`config.mk`:
```
export PLATFORM = sky130hd
export DESIGN_NAME = module_mux_arbitro_rr
export DESIGN_NICKNAME = d
export VERILOG_FILES = /design/src/rtl/module_mux_pkg.sv /design/src/rtl/module_arbitro_rr.sv /design/src/rtl/module_mux_arbitro_rr.sv
export SDC_FILE = /design/constraint.sdc
export NUM_CORES = 1
export LEC_CHECK = 0
export CAP_MARGIN = 20
export CELL_PAD_IN_SITES_DETAIL_PLACEMENT = 1
export CELL_PAD_IN_SITES_GLOBAL_PLACEMENT = 1
export CORE_MARGIN = 1.5
export CORE_UTILIZATION = 40
export DETAILED_ROUTE_END_ITERATION = 8
export DONT_BUFFER_PORTS = 1
export PLACE_DENSITY = 0.71
export SYNTH_ARGS = -nofsm -noshare
export SYNTH_HDL_FRONTEND = slang
export SYNTH_SLANG_ARGS = --single-unit
```
`constraint.sdc`:
```
create_clock -name clk -period 4.85 [get_ports clk]
set_input_delay 0.7275 -clock clk [delete_from_list [all_inputs] [get_ports clk]]
set_output_delay 0.7275 -clock clk [all_outputs]
set_load 0.005 [all_outputs]
```
`src/rtl/module_mux_pkg.sv`:
```
// module_mux_pkg: selection modes and shared widths for the round-robin mux/arbiter
package module_mux_pkg;
    localparam int MODO_W = 2;
    typedef enum logic [MODO_W-1:0] {MODO_SEL = 2'b00, MODO_PRIO = 2'b01, MODO_RR = 2'b10} modo_t;
endpackage

```
`src/rtl/module_arbitro_rr.sv`:
```
// module_arbitro_rr: combinational grant decision (external select, fixed priority, round-robin)
//   req       in   per-channel request
//   ptr       in   round-robin start index
//   modo      in   selection mode; 2'b11 behaves as round-robin
//   sel       in   channel index for external-select mode
//   hay_grant out  a channel is granted
//   grant_idx out  index of the granted channel
module module_arbitro_rr import module_mux_pkg::*; #(
    parameter int CANALES = 4,
    parameter int SEL_W   = $clog2(CANALES)
) (
    input  logic [CANALES-1:0] req,
    input  logic [SEL_W-1:0]   ptr,
    input  logic [MODO_W-1:0]  modo,
    input  logic [SEL_W-1:0]   sel,
    output logic               hay_grant,
    output logic [SEL_W-1:0]   grant_idx
);
    always_comb begin
        hay_grant = 1'b0;
        grant_idx = '0;
        if (modo == MODO_SEL) begin
            hay_grant = (int'(sel) < CANALES) ? req[sel] : 1'b0;
            grant_idx = sel;
        end else if (modo == MODO_PRIO) begin
            // descending scan: the last hit, i.e. the lowest index, wins
            for (int i = CANALES - 1; i >= 0; i--) begin
                if (req[i]) begin
                    hay_grant = 1'b1;
                    grant_idx = SEL_W'(i);
                end
            end
        end else begin
            // descending offset scan: the hit closest to ptr wins
            for (int k = CANALES - 1; k >= 0; k--) begin
                if (req[(int'(ptr) + k) % CANALES]) begin
                    hay_grant = 1'b1;
                    grant_idx = SEL_W'((int'(ptr) + k) % CANALES);
                end
            end
        end
    end
endmodule

```
`src/rtl/module_mux_arbitro_rr.sv`:
```
// module_mux_arbitro_rr: N-channel valid/ready mux with one registered output stage
//   clk, rst    clock, synchronous active-high reset
//   modo, sel   selection mode and external channel select
//   in_data     packed per-channel data; in_valid/in_ready per-channel handshake
//   out_data    registered data; out_valid/out_ready output handshake
//   out_canal   registered index of the channel that supplied out_data
module module_mux_arbitro_rr import module_mux_pkg::*; #(
    parameter int   CANALES = 4,
    parameter int   ANCHO   = 4,
    localparam int  SEL_W   = $clog2(CANALES)
) (
    input  logic                            clk,
    input  logic                            rst,
    input  logic [MODO_W-1:0]               modo,
    input  logic [SEL_W-1:0]                sel,
    input  logic [CANALES-1:0][ANCHO-1:0]   in_data,
    input  logic [CANALES-1:0]              in_valid,
    output logic [CANALES-1:0]              in_ready,
    output logic [ANCHO-1:0]                out_data,
    output logic                            out_valid,
    input  logic                            out_ready,
    output logic [SEL_W-1:0]                out_canal
);
    logic             carga;
    logic             hay_grant;
    logic [SEL_W-1:0] grant_idx;
    logic [SEL_W-1:0] ptr;

    module_arbitro_rr #(.CANALES(CANALES), .SEL_W(SEL_W)) u_arbitro (
        .req       (in_valid),
        .ptr       (ptr),
        .modo      (modo),
        .sel       (sel),
        .hay_grant (hay_grant),
        .grant_idx (grant_idx)
    );

    assign carga    = !out_valid || out_ready;
    assign in_ready = (!rst && carga && hay_grant) ? {{(CANALES-1){1'b0}}, 1'b1} << grant_idx : '0;

    always_ff @(posedge clk) begin
        if (rst) begin
            out_valid <= 1'b0;
            out_data  <= '0;
            out_canal <= '0;
            ptr       <= '0;
        end else if (carga) begin
            out_valid <= hay_grant;
            if (hay_grant) begin
                out_data  <= in_data[grant_idx];
                out_canal <= grant_idx;
                ptr       <= (grant_idx == SEL_W'(CANALES - 1)) ? '0 : grant_idx + 1'b1;
            end
        end
    end
endmodule

```
# Word-level counts from Yosys, hierarchy flattened
# Index checks and enable logic that the tools add are counted.
# word_totals
register_bits,9
out_inout_bits,11
elab_cells,67
# op_classes
n_addsub,4
n_lt_le_gt_ge,6
n_eq_ne,2
shift,1
mux,37
bitwise,3
reduce_logical,10
# ops
op,count
$mux W2,11
$mux W1,18
$lt A3 B4 Y1 const B,3
$bmux W1 S2,5
$lt A2 B3 Y1 const B,3
$bmux W4 S2,1
$mux W4,2
$reduce_or A2 Y1,3
$add A2 B1 Y2 const B,2
$add A2 B2 Y2 const B,2
$shl A1 B2 Y4 const A,1
$and A1 B1 Y1 const A,3
$eq A2 B1 Y1 const B,1
$eq A2 B2 Y1 const B,1
$logic_and A1 B1 Y1,2
$logic_not A1 Y1,2
$logic_not A2 Y1,1
$reduce_and A2 Y1,1
$logic_or A1 B1 Y1,1

# Longest topological paths before layout
# Gate-level depths: netlist of the first run.
# logic_depth
depth_word,14
mapped_depth,8
mapped_depth_nobuf,7

# Hierarchy
# A second synthesis of the first run with hierarchy kept.
# unflattened
hier_cells,87
area_unflattened_um2,709.4
# by_module_without_submodules
mod,n_inst,cells_each,area_per_inst_um2,seq_area_each_um2
module_mux_arbitro_rr,1,58,529.3,180.2
module_arbitro_rr,1,29,180.2,0.0

# Worst setup path before layout of the first run
# OpenSTA, ideal clock, no wires.
# synth_path
path_type,input-to-output
from,input in_valid[0]
to,output in_ready[1]
arrival_time_ns,2.013
required_ns,4.123
setup_slack_ns,2.110
cell_stages,8
path_buffers,2
cell_sequence,buf_4 nand3_1 o22ai_1 o32ai_1 buf_2 inv_2 ha_1 and2_1
# synth_between
elab_chain_len,11
# synth_rtl
element,line_no,rtl
from (decl),module_mux_arbitro_rr.sv:17,"input logic [CANALES-1:0] in_valid,"
$bmux W1 S2,module_arbitro_rr.sv:36,if (req[(int'(ptr) + k) % CANALES]) begin
$mux W1 (not written as such) (2 in a row),module_arbitro_rr.sv:36,
$mux W2 (4 in a row),module_arbitro_rr.sv:36,
$mux W2 (*),module_arbitro_rr.sv:25,end else if (modo == MODO_PRIO) begin
$mux W2 (*),module_arbitro_rr.sv:22,if (modo == MODO_SEL) begin
named net grant_idx[1],module_mux_arbitro_rr.sv:26,logic [SEL_W-1:0] grant_idx;
$shl A1 B2 Y4 (*),module_mux_arbitro_rr.sv:39,"assign in_ready = (!rst && carga && hay_grant) ? {{(CANALES-1){1'b0}}, 1'b1} << grant_idx : '0;"
$mux W4 (*),module_mux_arbitro_rr.sv:39,
to (decl),module_mux_arbitro_rr.sv:18,"output logic [CANALES-1:0] in_ready,"
# The timed path passes the listed nets; every way through them passes the cells marked *. The select of a mux whose other input is x is not followed.

# Worst setup path after layout of the first run
# layout_path
from,input sel[1]
to,output in_ready[0]
# layout_between
elab_chain_len,5
# layout_rtl
element,line_no,rtl
from (decl),module_mux_arbitro_rr.sv:15,"input logic [SEL_W-1:0] sel,"
$bmux W1 S2,module_arbitro_rr.sv:23,hay_grant = (int'(sel) < CANALES) ? req[sel] : 1'b0;
$mux W1 (not written as such),module_arbitro_rr.sv:23,
$mux W1,module_arbitro_rr.sv:22,
$logic_and A1 B1 Y1,module_mux_arbitro_rr.sv:39,
$mux W4 (*),module_mux_arbitro_rr.sv:39,
# Mark *: on every way between the ends. The rest lies on a longest branch, timed or not. The select of a mux whose other input is x is not followed.

==> reports/metrics.csv, run 1 <==
metric;value;unit
Worst Path Required;4.12;ns
Worst IR Drop VDD;128;uV
Starting Density;0.430;
Synth Area in Compound Gates;0.174;
H-tree levels;1;
max-cap viol count;0;
hold_ws;0.490;ns
Worst path max stage delay;0.62;ns
DRC;0;
Port Buffers;0;
pwr dens;276;nW/um2
FILL cells;221;
RSZ-0062 raised after global routing;false;
Adder-Cell Fraction of Synth Area;0.0675;
Worst setup EP type;output pin;
Die X-Extent;46.1;um
syn avg cell area;8.63;um2
final setup TNS;0;ns
Root Buffer;clkbuf_4;
CTS tree;yes;
ys async rst share;0;
layout cells sized above 1;0.105;
CTS clk-pin slew, worst paths;0.06;ns
gpl congestion;0.804;
number of setup buffers added after CTS;0;
core box area;1730;um2
Clock Latency Late Sink;0.26;ns
sequential share of the synthesized area;0.243;
most frequent cell after synthesis;mux2i_1;
ranking of synthesized cells by area;dfxtp_1, mux2i_1, ha_1;
Buf/Inv on CP;2;
Worst setup SP type;primary input;
Pleak;0.311;nW
final WL;1780;um
critical path class;primary input to output pin;
clock sinks;9;
P&R area growth vs syn;5.90;%
hpwl dp;1420;um
Setup-failing EPs final;0;
commonest cells in the netlist;mux2i_1, dfxtp_1, nor2_1;
die height;46.1;um
drt pass-1 iters;4;
Final Hold Viols;0;
Post-Route Skew;0.000871;ns
largest family of logic cells by synthesized area;simple AND/OR/NAND/NOR gates;
wire per inst;16.0;um
fmax;342;MHz
crit path time final;2.92;ns
GR Util All Layers;0.178;
Tightest Pin Transition;0.674;ns
met3 WL;135;um
fin. max-slew vios;0;
Crit path max-delay family;compound AO/OA/AOI/OAI gates;
Vias/cell;5.80;
Synth Instances;86;
Resize count post-CTS;0;
die area;2120;um2
top sig layer;met4;
first-pass GRT wire length;2730;um
grt total ovfl;0;
Simple-Gate Fraction of Synth Area;0.239;
I/O Pins;38;
multiplexer share of the synthesized area;0.197;
Final #Nets;118;
M1 wire length;712;um
Hold WC Path Type;register to register;
XOR/XNOR share of the synthesized area;0;
PnR Total Power;0.217;mW
Mapped Area;742;um2
met2 wire length;900;um
Hold Buf Count CTS;0;
Num CTS Buffers;3;
area leader, netlist;dfxtp_1;
worst-path fanout max;7;
row cnt;15;
via count;644;
EDFF count, synth;0;
Slew HR;0.551;
vias in the first global route;625;
Seq cells post-synth;9;
antenna cell count;0;
Worst path slowest cell;o32ai_2;
post-synth top area share;0.243;
Ys Warns;0;
syn_nets;117;
Netlist cell types;35;
CP cell instances;nor2b_1, o22ai_1, o32ai_2, buf_6, inv_2, ha_1, and2_1;
CTS Buffer Depth;2;
Most used DFF post-synth;dfxtp_1;
largest net degree at the start of global routing;13;
ANT nets after route;0;
1st-iter DRT viols;10;
arrival time worst endpoint;2.20;ns
outcome;complete, no violations;
final worst path period share;0.603;
antenna violations before repair;0;
==> through the flow <==
step / cells / area (um2) / utilization / setup slack [ns]
after floorplan: 86 / 742 / - / 2.11
after global placement: 106 / 748 / 0.433 / 1.78
after detailed placement: 106 / 748 / 0.433 / 1.65
after CTS: 110 / 774 / 0.449 / 1.69
after global routing: 111 / 786 / 0.455 / 1.79
final: 111 / 786 / 0.455 / 1.93
==> worst paths after layout <==
| check | from | end | slack, ns | depth (start not counted) |
|---|---|---|---|---|
| setup / recovery | sel[1] | in_ready[0] | 1.93 | 7 |
| setup reg to reg | ptr[1] | ptr[1] | 2.81 | 7 |
| hold / removal | out_canal[0] | out_canal[0] | 0.49 | 2 |
| hold reg to reg | out_canal[0] | out_canal[0] | 0.49 | 2 |
==> layout make-up <==
class                   instances  area [um2]  area share
well taps                      25        31.3      0.0398
flip-flops and latches          9         180       0.229
repair buffers                  1        11.3      0.0143
clock buffers                   4        26.3      0.0334
inverters                       7        26.3      0.0334
multi-input cells              65         510       0.650
==> cells in the final DEF, fill, tap and decap left out, types with 2 or more instances in the layout <==
| cell type | n |
|---|---|
| o221ai_1 | 3 |
| nand2_1 | 2 |
| nand3b_1 | 4 |
| inv_1 | 6 |
| clkbuf_4 | 3 |
| and2_1 | 5 |
| dfxtp_1 | 9 |
| a21oi_1 | 6 |
| ha_1 | 4 |
| o21ai_0 | 2 |
| nand3_1 | 2 |
| mux2i_1 | 12 |
| nor2_1 | 7 |
==> power by group <==
group / switching [mW] / internal, mW / total [mW]
Combinational: 0.0323 / 0.0318 / 0.0641
Clock: 0.0267 / 0.0317 / 0.0585
Sequential: 0.0102 / 0.0838 / 0.0941
Total: 0.0693 / 0.147 / 0.217
==> logic make-up after synthesis <==
| logic type | after synthesis |
|---|---|
| compound gates | 18 |
| fa+ha+maj | 4 |
| buf+inv | 12 |
| flops | 9 |
| mux | 13 |
| simple gates | 30 |
==> routing by layer <==
metal,up-vias,global-route usage
met5,-,0
li1,312,-
met3,4,0.0314
met1,300,0.212
met2,28,0.306
met4,0,0.0857
==> state kept, by name, summed over array words and instances (netlist names) <==
signal	cells
out_data	4
out_canal	2
ptr	2
out_valid	1
==> worst reg2reg max path, cell delays in order (launching register included) <==
cell and delay (ns):
dfxtp_1 0.49, a31o_1 0.19, a21oi_1 0.05, o32ai_2 0.57, buf_6 0.23, ha_1 0.23
mux2i_1 0.12, nor2_1 0.06
Power figures use the tool's default switching activity.
==> run 2, diff against run 1 <==
==> constraint.sdc (replaced) <==
create_clock -name clk -period 2.75 [get_ports clk]
set_input_delay 0.4125 -clock clk [delete_from_list [all_inputs] [get_ports clk]]
set_output_delay 0.4125 -clock clk [all_outputs]
set_load 0.005 [all_outputs]
==> run 2 against run 1 <==
  * Count of clock-buffer cells in the layout is the same
  * Routed wire length up 1.2%
  * Die area did not move
  * Worst hold slack worse by 0.27 ns
  * Worst setup slack worse by 1.6 ns
  * Combinational power grew 75%
  * Cell count up 0.90%
  * Core utilization is 0.22 points higher
  * Critical path type is now register to output pin
  * Largest cell class unchanged
==> reports/metrics.csv, run 2 (same netlist as run 1, synthesis figures left out) <==
metric;value;unit;change
gpl congestion;0.753;;-6.3%
die height;46.1;um;unchanged
Starting Density;0.430;;unchanged
arrival time worst endpoint;2.00;ns;-0.20 ns
CP cell instances;mux2i_1, nor2_1, o31a_1, nor2_1, inv_1, ha_1, and2_1;;
DRC;0;;unchanged
crit-path most repeated cell;nor2_1;;
Setup WS pre-CTS;0.592;ns;-1.06 ns
Placed Area;763;um2;+2.0%
row cnt;15;;unchanged
final setup TNS;0;ns;unchanged
final core occ;0.457;;+0.00217
antenna violations before repair;0;;unchanged
PnR Total Power;0.380;mW;+75%
Buf/Inv on CP;1;;-1
final worst path period share;0.876;;
drt pass-1 iters;4;;unchanged
crit path time final;2.41;ns;
CTS Buffer Depth;2;;unchanged
hold_ws;0.216;ns;-0.274 ns
clock sinks;9;;unchanged
via count;632;;-1.9%
RSZ-0062 raised after global routing;false;;
largest net degree at the start of global routing;13;;unchanged
Worst setup EP type;output pin;;
max-cap viol count;0;;unchanged
wire per inst;16.1;um;+0.33%
cells on worst reg2reg path;5;;-2
Final WS setup;0.340;ns;-1.59 ns
Setup-failing EPs final;0;;unchanged
Post-Route Skew;0.00311;ns;+0.00224 ns
final WL;1800;um;+1.2%
Hold Path Depth;1;;-1
P&R area growth vs syn;6.41;%;
vias in the first global route;642;;+2.7%
Clock Latency Late Sink;0.26;ns;about the same
die area;2120;um2;unchanged
CTS clk-pin slew, worst paths;0.06;ns;about the same
final instance count without filler cells;112;;+0.90%
Largest regs;out_data: 4 flops, out_canal: 2 flops, ptr: 2 flops;;
Crit path max-delay family;flip-flops;;
Largest Register;out_data;;
fmax;415;MHz;
Largest register FFs;4;;unchanged
Port Buffers;0;;unchanged
fin. max-slew vios;0;;unchanged
Final #Nets;119;;+0.85%
most frequent cells in the layout;mux2i_1, dfxtp_1, nor2_1;;
first-pass GRT wire length;2910;um;+6.8%
layout cells sized above 1;0.115;;+0.0103
Resize count post-CTS;0;;unchanged
Final Hold Viols;0;;unchanged
fin area;790;um2;+0.48%
pwr dens;481;nW/um2;+74%
GR Util All Layers;0.189;;+0.0108
grt total ovfl;0;;unchanged
CTS tree;yes;;
Worst Path Required;2.34;ns;-1.78 ns
Pleak;0.315;nW;+1.3%
antenna cell count;0;;unchanged
Hold WC Path Type;primary input to register;;
hpwl dp;1430;um;+0.68%
Num CTS Buffers;3;;unchanged
worst-path fanout max;8;;+1
Hold Buf Count CTS;0;;unchanged
Slew HR;0.637;;+0.0866
CP Depth;7;;unchanged
Vias/cell;5.64;;-2.7%
Worst path max stage delay;0.48;ns;-0.14 ns
number of setup buffers added after CTS;0;;unchanged
ANT nets after route;0;;unchanged
Worst setup SP type;register;;
core box area;1730;um2;unchanged
outcome;complete, no violations;;
dpl cells;108;;+1.9%
I/O Pins;38;;unchanged
H-tree levels;1;;unchanged
most common cell after layout, fill and taps aside;mux2i_1;;
1st-iter DRT viols;6;;-4
Worst IR Drop VDD;220;uV;+72%
Tightest Pin Transition;0.538;ns;-0.136 ns
Die X-Extent;46.1;um;unchanged
Root Buffer;clkbuf_4;;
Worst path slowest cell;dfxtp_1;;
critical path class;register to output pin;;
[run 2: changes by cell type in the layout (fill, tap and decap cells not counted), sizes merged]
cell,change
buf,+1
[run 2: report_power, final]
group	internal (mW)	total [mW]	leakage (nW)	switching [mW]
combinational	0.0556	0.112	0.225	0.0562
clock	0.0559	0.102	0.0150	0.0462
sequential	0.148	0.166	0.0747	0.0179
[run 2: layout make-up]
cell class                 instances  area (um2)
inverter                           7        26.3
fill                             218         937
tap                               25        31.3
multi-input combinational         65         510
sequential                         9         180
clock buffer                       4        26.3
timing repair buffer               2        15.0
[run 2: path summary, 6_finish.rpt]
check / startpoint / end / slack, ns
max: ptr[1] / in_ready[0] / 0.34
min: rst / ptr[1] / 0.22
max reg2reg: ptr[1] / out_data[3] / 0.86
min reg2reg: out_canal[0] / out_canal[0] / 0.47
[run 2: worst reg2reg max path, delay by kind of cell, from the launching register on]
kind / cells / cell delay, ns
and+or+nand+nor: 1 / 0.07
AOI/OAI and AO/OA: 3 / 0.96
DFF: 1 / 0.48
muxes: 1 / 0.26
[run 2: metal layers]
layer  part of all wire  GRT usage  vias up  routed length, um
li1                   -          -      314                  -
met1               0.40      0.223      295                722
met2               0.53      0.328       23                962
met3              0.064     0.0471        0                116
met4                  0     0.0686        0                  0
met5                  0          0        -                  0
